[src/rtl/decode_pkg.sv]
// Shared definitions for the decode stage: RV32I base opcodes, immediate
// formats and the bundle of decoded fields held in the pipeline register.
package decode_pkg;

  localparam logic [6:0] OPC_LOAD   = 7'b0000011;
  localparam logic [6:0] OPC_OP_IMM = 7'b0010011;
  localparam logic [6:0] OPC_AUIPC  = 7'b0010111;
  localparam logic [6:0] OPC_STORE  = 7'b0100011;
  localparam logic [6:0] OPC_OP     = 7'b0110011;
  localparam logic [6:0] OPC_LUI    = 7'b0110111;
  localparam logic [6:0] OPC_BRANCH = 7'b1100011;
  localparam logic [6:0] OPC_JALR   = 7'b1100111;
  localparam logic [6:0] OPC_JAL    = 7'b1101111;
  localparam logic [6:0] OPC_SYSTEM = 7'b1110011;

  typedef enum logic [2:0] {
    FMT_R,
    FMT_I,
    FMT_S,
    FMT_B,
    FMT_U,
    FMT_J,
    FMT_NONE
  } imm_fmt_e;

  typedef struct packed {
    logic [6:0]  opcode;
    logic [4:0]  rd;
    logic [4:0]  rs1;
    logic [4:0]  rs2;
    logic [2:0]  funct3;
    logic [6:0]  funct7;
    logic [31:0] imm;
    logic        illegal;
  } dec_fields_t;

  // Anything outside the ten base opcodes maps to FMT_NONE, which marks it illegal.
  function automatic imm_fmt_e imm_fmt_of(input logic [6:0] opcode);
    imm_fmt_e fmt;
    case (opcode)
      OPC_OP_IMM, OPC_LOAD, OPC_JALR, OPC_SYSTEM: fmt = FMT_I;
      OPC_STORE:                                  fmt = FMT_S;
      OPC_BRANCH:                                 fmt = FMT_B;
      OPC_LUI, OPC_AUIPC:                         fmt = FMT_U;
      OPC_JAL:                                    fmt = FMT_J;
      OPC_OP:                                     fmt = FMT_R;
      default:                                    fmt = FMT_NONE;
    endcase
    return fmt;
  endfunction

endpackage

[src/rtl/imm_gen.sv]
// Combinational immediate generator: assembles the sign-extended immediate
// for the given instruction format. R-type and illegal words yield zero.
module imm_gen
  import decode_pkg::*;
(
  input  logic [31:0] insn_i,
  input  imm_fmt_e    fmt_i,
  output logic [31:0] imm_o
);

  // The opcode bits never contribute to an immediate.
  logic unused_opcode;
  assign unused_opcode = ^insn_i[6:0];

  always_comb begin
    imm_o = '0;
    case (fmt_i)
      FMT_I:   imm_o = {{20{insn_i[31]}}, insn_i[31:20]};
      FMT_S:   imm_o = {{20{insn_i[31]}}, insn_i[31:25], insn_i[11:7]};
      FMT_B:   imm_o = {{19{insn_i[31]}}, insn_i[31], insn_i[7], insn_i[30:25],
                        insn_i[11:8], 1'b0};
      FMT_U:   imm_o = {insn_i[31:12], 12'b0};
      FMT_J:   imm_o = {{11{insn_i[31]}}, insn_i[31], insn_i[19:12], insn_i[20],
                        insn_i[30:21], 1'b0};
      default: imm_o = '0;
    endcase
  end

endmodule

[src/rtl/decode.sv]
// RV32I decode stage: a single valid/ready pipeline register that captures the
// fetched instruction and its fully decoded fields, with flush for redirects.
module decode
  import decode_pkg::*;
#(
  parameter int              DWIDTH   = 32,
  parameter int              AWIDTH   = 32,
  parameter logic [AWIDTH-1:0] BASEADDR = AWIDTH'(32'h01000000)
) (
  input  logic              clk,
  input  logic              rst,
  input  logic [AWIDTH-1:0] pc_i,
  input  logic [DWIDTH-1:0] insn_i,
  input  logic              valid_i,
  output logic              ready_o,
  input  logic              flush_i,
  input  logic              ready_i,
  output logic              valid_o,
  output logic [AWIDTH-1:0] pc_o,
  output logic [DWIDTH-1:0] insn_o,
  output logic [6:0]        opcode_o,
  output logic [4:0]        rd_o,
  output logic [4:0]        rs1_o,
  output logic [4:0]        rs2_o,
  output logic [2:0]        funct3_o,
  output logic [6:0]        funct7_o,
  output logic [31:0]       imm_o,
  output logic              illegal_o
);

  logic              valid_q, valid_d;
  logic [AWIDTH-1:0] pc_q, pc_d;
  logic [DWIDTH-1:0] insn_q, insn_d;
  dec_fields_t       fields_q, fields_d;

  imm_fmt_e    fmt;
  logic [31:0] imm;
  logic        accept;

  assign fmt = imm_fmt_of(insn_i[6:0]);

  imm_gen u_imm_gen (
    .insn_i (insn_i[31:0]),
    .fmt_i  (fmt),
    .imm_o  (imm)
  );

  assign ready_o = !valid_q || ready_i;
  assign accept  = valid_i && ready_o && !flush_i;

  // Flush wins over capture and hold; payload is only loaded on accept.
  always_comb begin
    valid_d  = valid_q;
    pc_d     = pc_q;
    insn_d   = insn_q;
    fields_d = fields_q;
    if (flush_i) begin
      valid_d = 1'b0;
    end else if (accept) begin
      valid_d          = 1'b1;
      pc_d             = pc_i;
      insn_d           = insn_i;
      fields_d.opcode  = insn_i[6:0];
      fields_d.rd      = insn_i[11:7];
      fields_d.rs1     = insn_i[19:15];
      fields_d.rs2     = insn_i[24:20];
      fields_d.funct3  = insn_i[14:12];
      fields_d.funct7  = insn_i[31:25];
      fields_d.imm     = imm;
      fields_d.illegal = (fmt == FMT_NONE);
    end else if (ready_i) begin
      valid_d = 1'b0;
    end
  end

  always_ff @(posedge clk) begin
    if (rst) begin
      valid_q  <= 1'b0;
      pc_q     <= BASEADDR;
      insn_q   <= '0;
      fields_q <= '0;
    end else begin
      valid_q  <= valid_d;
      pc_q     <= pc_d;
      insn_q   <= insn_d;
      fields_q <= fields_d;
    end
  end

  assign valid_o   = valid_q;
  assign pc_o      = pc_q;
  assign insn_o    = insn_q;
  assign opcode_o  = fields_q.opcode;
  assign rd_o      = fields_q.rd;
  assign rs1_o     = fields_q.rs1;
  assign rs2_o     = fields_q.rs2;
  assign funct3_o  = fields_q.funct3;
  assign funct7_o  = fields_q.funct7;
  assign imm_o     = fields_q.imm;
  assign illegal_o = fields_q.illegal;

endmodule

[config.mk]
export PLATFORM = sky130hd
export DESIGN_NAME = decode
export DESIGN_NICKNAME = d
export VERILOG_FILES = /design/src/rtl/decode_pkg.sv /design/src/rtl/imm_gen.sv /design/src/rtl/decode.sv
export SDC_FILE = /design/constraint.sdc
export NUM_CORES = 1
export LEC_CHECK = 0
export ABC_AREA = 0
export CORE_MARGIN = 8
export CORE_UTILIZATION = 45
export DETAILED_ROUTE_END_ITERATION = 16
export DONT_BUFFER_PORTS = 1
export PLACE_DENSITY = 0.61
export SLEW_MARGIN = 20
export SYNTH_ARGS = -nofsm -noshare
export SYNTH_HDL_FRONTEND = slang
export SYNTH_SLANG_ARGS = --single-unit
[constraint.sdc]
create_clock -name clk -period 2.2 [get_ports clk]
set_input_delay 0.11 -clock clk [delete_from_list [all_inputs] [get_ports clk]]
set_output_delay 0.11 -clock clk [all_outputs]
set_load 0.01 [all_outputs]
==> flow_summary.json <==
{
  "drv_slew": 0,
  "total_power_mw": 3.50,
  "die_w_um": 109,
  "min_path_cells": 2,
  "cts_root_buf": "clkbuf_8",
  "ff2ff_path_depth": 6,
  "ir_worst_vdd_mv": 0.318,
  "finalHoldViolations": 0,
  "vias": 3291,
  "ys_warn_count": 0,
  "critical_path_class": "reg2reg",
  "grt_pass1_vias": 3304,
  "async_flop_share_pct": 0,
  "hold_class": "in2reg",
  "syn_avg_cell_area_um2": 8.23,
  "yosysTopAreaCell": "dfxtp_1",
  "worstMarginPinSlew_ns": 0.555,
  "track_usage_pct": 18.6,
  "ys_ff_latch": 98,
  "viasPerCell": 5.38,
  "fin_ws_ns": 0.306,
  "utilization_pct": 54.6,
  "area_growth_pct": 19.6,
  "busiest_layer": "met2",
  "drc": 0,
  "fp.dieH_um": 109,
  "ys.flop_type": "dfxtp_1",
  "worst_skew_pair.late_latency_ns": 0.35,
  "synth.distinct_cells": 44,
  "drtAntennaViolNets": 0,
  "dpl.hpwl_um": 7650,
  "multi_input_area_mm2": 0.00160,
  "totalWireLength_um": 11500,
  "core_area_mm2": 0.00859,
  "cts_max_path_buffers": 2,
  "postSynthCellCount": 477,
  "fin_setup_tns_ns": 0,
  "drtPass1Iterations": 5,
  "grt-ovfl-total": 0,
  "fin_crit_ns": 1.89,
  "cts.sinks": 98,
  "cts_buffers": 9,
  "cp-end-kind": "flop",
  "skew_ns": 0.00929,
  "initial_utilization_pct": 45.7,
  "start_kind": "flop",
  "port_buffers": 0,
  "synthesis.area_mm2": 0.00393,
  "path_cells": "nor2b_1 > inv_1 > nand4b_1 > a211o_4 > a211oi_2 > a221o_1",
  "cp-startpoint": "valid_o",
  "final_cells": 612,
  "maxSlewHeadroom_pct": 62.9,
  "worst_path_max_delay_cell": "a211oi_2",
  "crit_arrival_ns": 2.18,
  "grtUsageMet3_pct": 8.79,
  "critical_path_peak_fanout": 15,
  "rsz0062_at_grt": "false",
  "r2r_setup_slack_ns": 0.31,
  "min_to": "imm_o[2]",
  "dp_slack_ns": 0.321,
  "placedCellCount": 530,
  "setup_viol": 0,
  "drive_gt1_share_pct": 6.75,
  "wl_per_cell_um": 18.8,
  "dieArea_mm2": 0.0120,
  "place.gp.congestion": 0.813,
  "grt_pass1_wl_um": 17600,
  "grt_max_degree": 74,
  "drv_cap": 0,
  "hold_start": "insn_i[9]",
  "std_cell_rows": 34,
  "cts_max_level": 3,
  "synth.net_count": 546,
  "min_period_over_period_pct": 86.1,
  "synth_enable_flop_cells": 0,
  "yosys-top-cells-area": "dfxtp_1 (50%), nand2_1 (14%), a21oi_1 (10%)",
  "grtUsageMet2_pct": 31.8,
  "boundaryPins": 200,
  "critPathTopFamily": "compound AO/OA/AOI/OAI gates",
  "antenna_found_initial": 0,
  "seqCellArea_mm2": 0.00196,
  "yosysSeqAreaShare_pct": 50.0,
  "fmax_mhz": 528,
  "p_leak_nw": 1.73,
  "drt_iter0_drc": 162,
  "synth_top_area_share_pct": 50.0,
  "nFillCells": 788,
  "fin_nets": 569,
  "worstPathBufferInverterCount": 1,
  "n_antenna_cell": 0,
  "path_clk_slew_ns": 0.09,
  "regToRegEndpoint": "imm_o[12]",
  "grt_util_met1_pct": 20.6,
  "status": "finished, final reports clean",
  "power_density_mw_per_mm2": 745,
  "slowest_delay_ns": 0.47,
  "required_ns": 2.48,
  "cts_tree": "done",
  "r2r_start": "valid_o"
}
## per-layer routing
metal	share of wire, %	wire (um)
met2	49	5650
met1	38	4380
met3	12	1340
met4	1.0	119
met5	0	0
## timing repair
action / in CTS / in global routing
setup buffers: 0 / 0
gates resized for setup: 0 / 0
hold buffers: 67 / 0
endpoints found under the hold margin: 97 / 0
## power breakdown
part	internal (mW)	switching [mW]	total (mW)
Combinational	0.153	0.164	0.317
Clock	0.669	0.591	1.26
Sequential	1.83	0.0909	1.92
## per-stage QoR
| step | hold WS [ns] | instance area [um^2] |
|---|---|---|
| floorplan | 0.189 | 3930 |
| global placement | 0.186 | 3790 |
| detailed placement | 0.187 | 3790 |
| CTS | 0.00312 | 4700 |
| global route | 0.00736 | 4700 |
| finish | 0.0195 | 4700 |
## state kept, by name (all words and copies together), names as in the netlist
register	count
valid_o	1
insn_o	32
illegal_o	1
pc_o	32
imm_o	32
## area by class of cell
| cell class | instances | area share (%) |
|---|---|---|
| clock buffers | 11 | 3.01 |
| clock inverters | 4 | 1.63 |
| inverters | 2 | 0.160 |
| multi-input cells | 314 | 34.1 |
| flip-flops and latches | 98 | 41.8 |
| well taps | 108 | 2.88 |
| repair buffers | 75 | 16.5 |
## kinds of logic after synthesis
group | after synthesis | share of synthesized area, %
and+or+nand+nor | 187 | 20.8
DFF | 98 | 50.0
AOI/OAI and AO/OA | 126 | 19.5
buffers and inverters | 65 | 9.44
muxes | 1 | 0.287
## worst max-delay path by stage
stage | slack, ns | endpoint | depth (start not counted)
after detailed placement | 0.32 | imm_o[14] | 6
after global placement | 0.38 | imm_o[18] | 6
after global routing | 0.16 | imm_o[13] | 6
after floorplan | 0.46 | imm_o[0] | 6
after CTS | 0.29 | imm_o[14] | 6
final | 0.31 | imm_o[12] | 6
## synth_stat cells, types with 2 or more instances
cell and instances:
inv_1 2, nand4_1 2, nand3b_1 3, a22oi_1 6, nor2b_1 2, a21oi_1 79, a221o_1 10, nand2_1 145
nand4b_1 6, o21ai_0 13, a32o_1 2, and3_1 3, clkbuf_1 27, buf_2 2, nor2_1 13, a21o_1 5
buf_4 33, dfxtp_1 98
## placed cells by master (no fill, tap or decap), types with 2 or more instances in the layout
cell           instances
nand2_1              145
dfxtp_1               98
a21oi_1               79
dlygate4sd3_1         66
o21ai_0               13
nor2_1                12
a221o_1               10
clkbuf_8              10
nand4b_1               6
a22oi_1                6
buf_4                  6
a21o_1                 5
nand3b_1               3
and3_1                 3
nor2b_1                2
inv_1                  2
nor3b_2                2
nand4_1                2
a32o_1                 2
bufinv_16              2
buf_12                 2
Note: power is estimated with default switching activity, not from simulation.
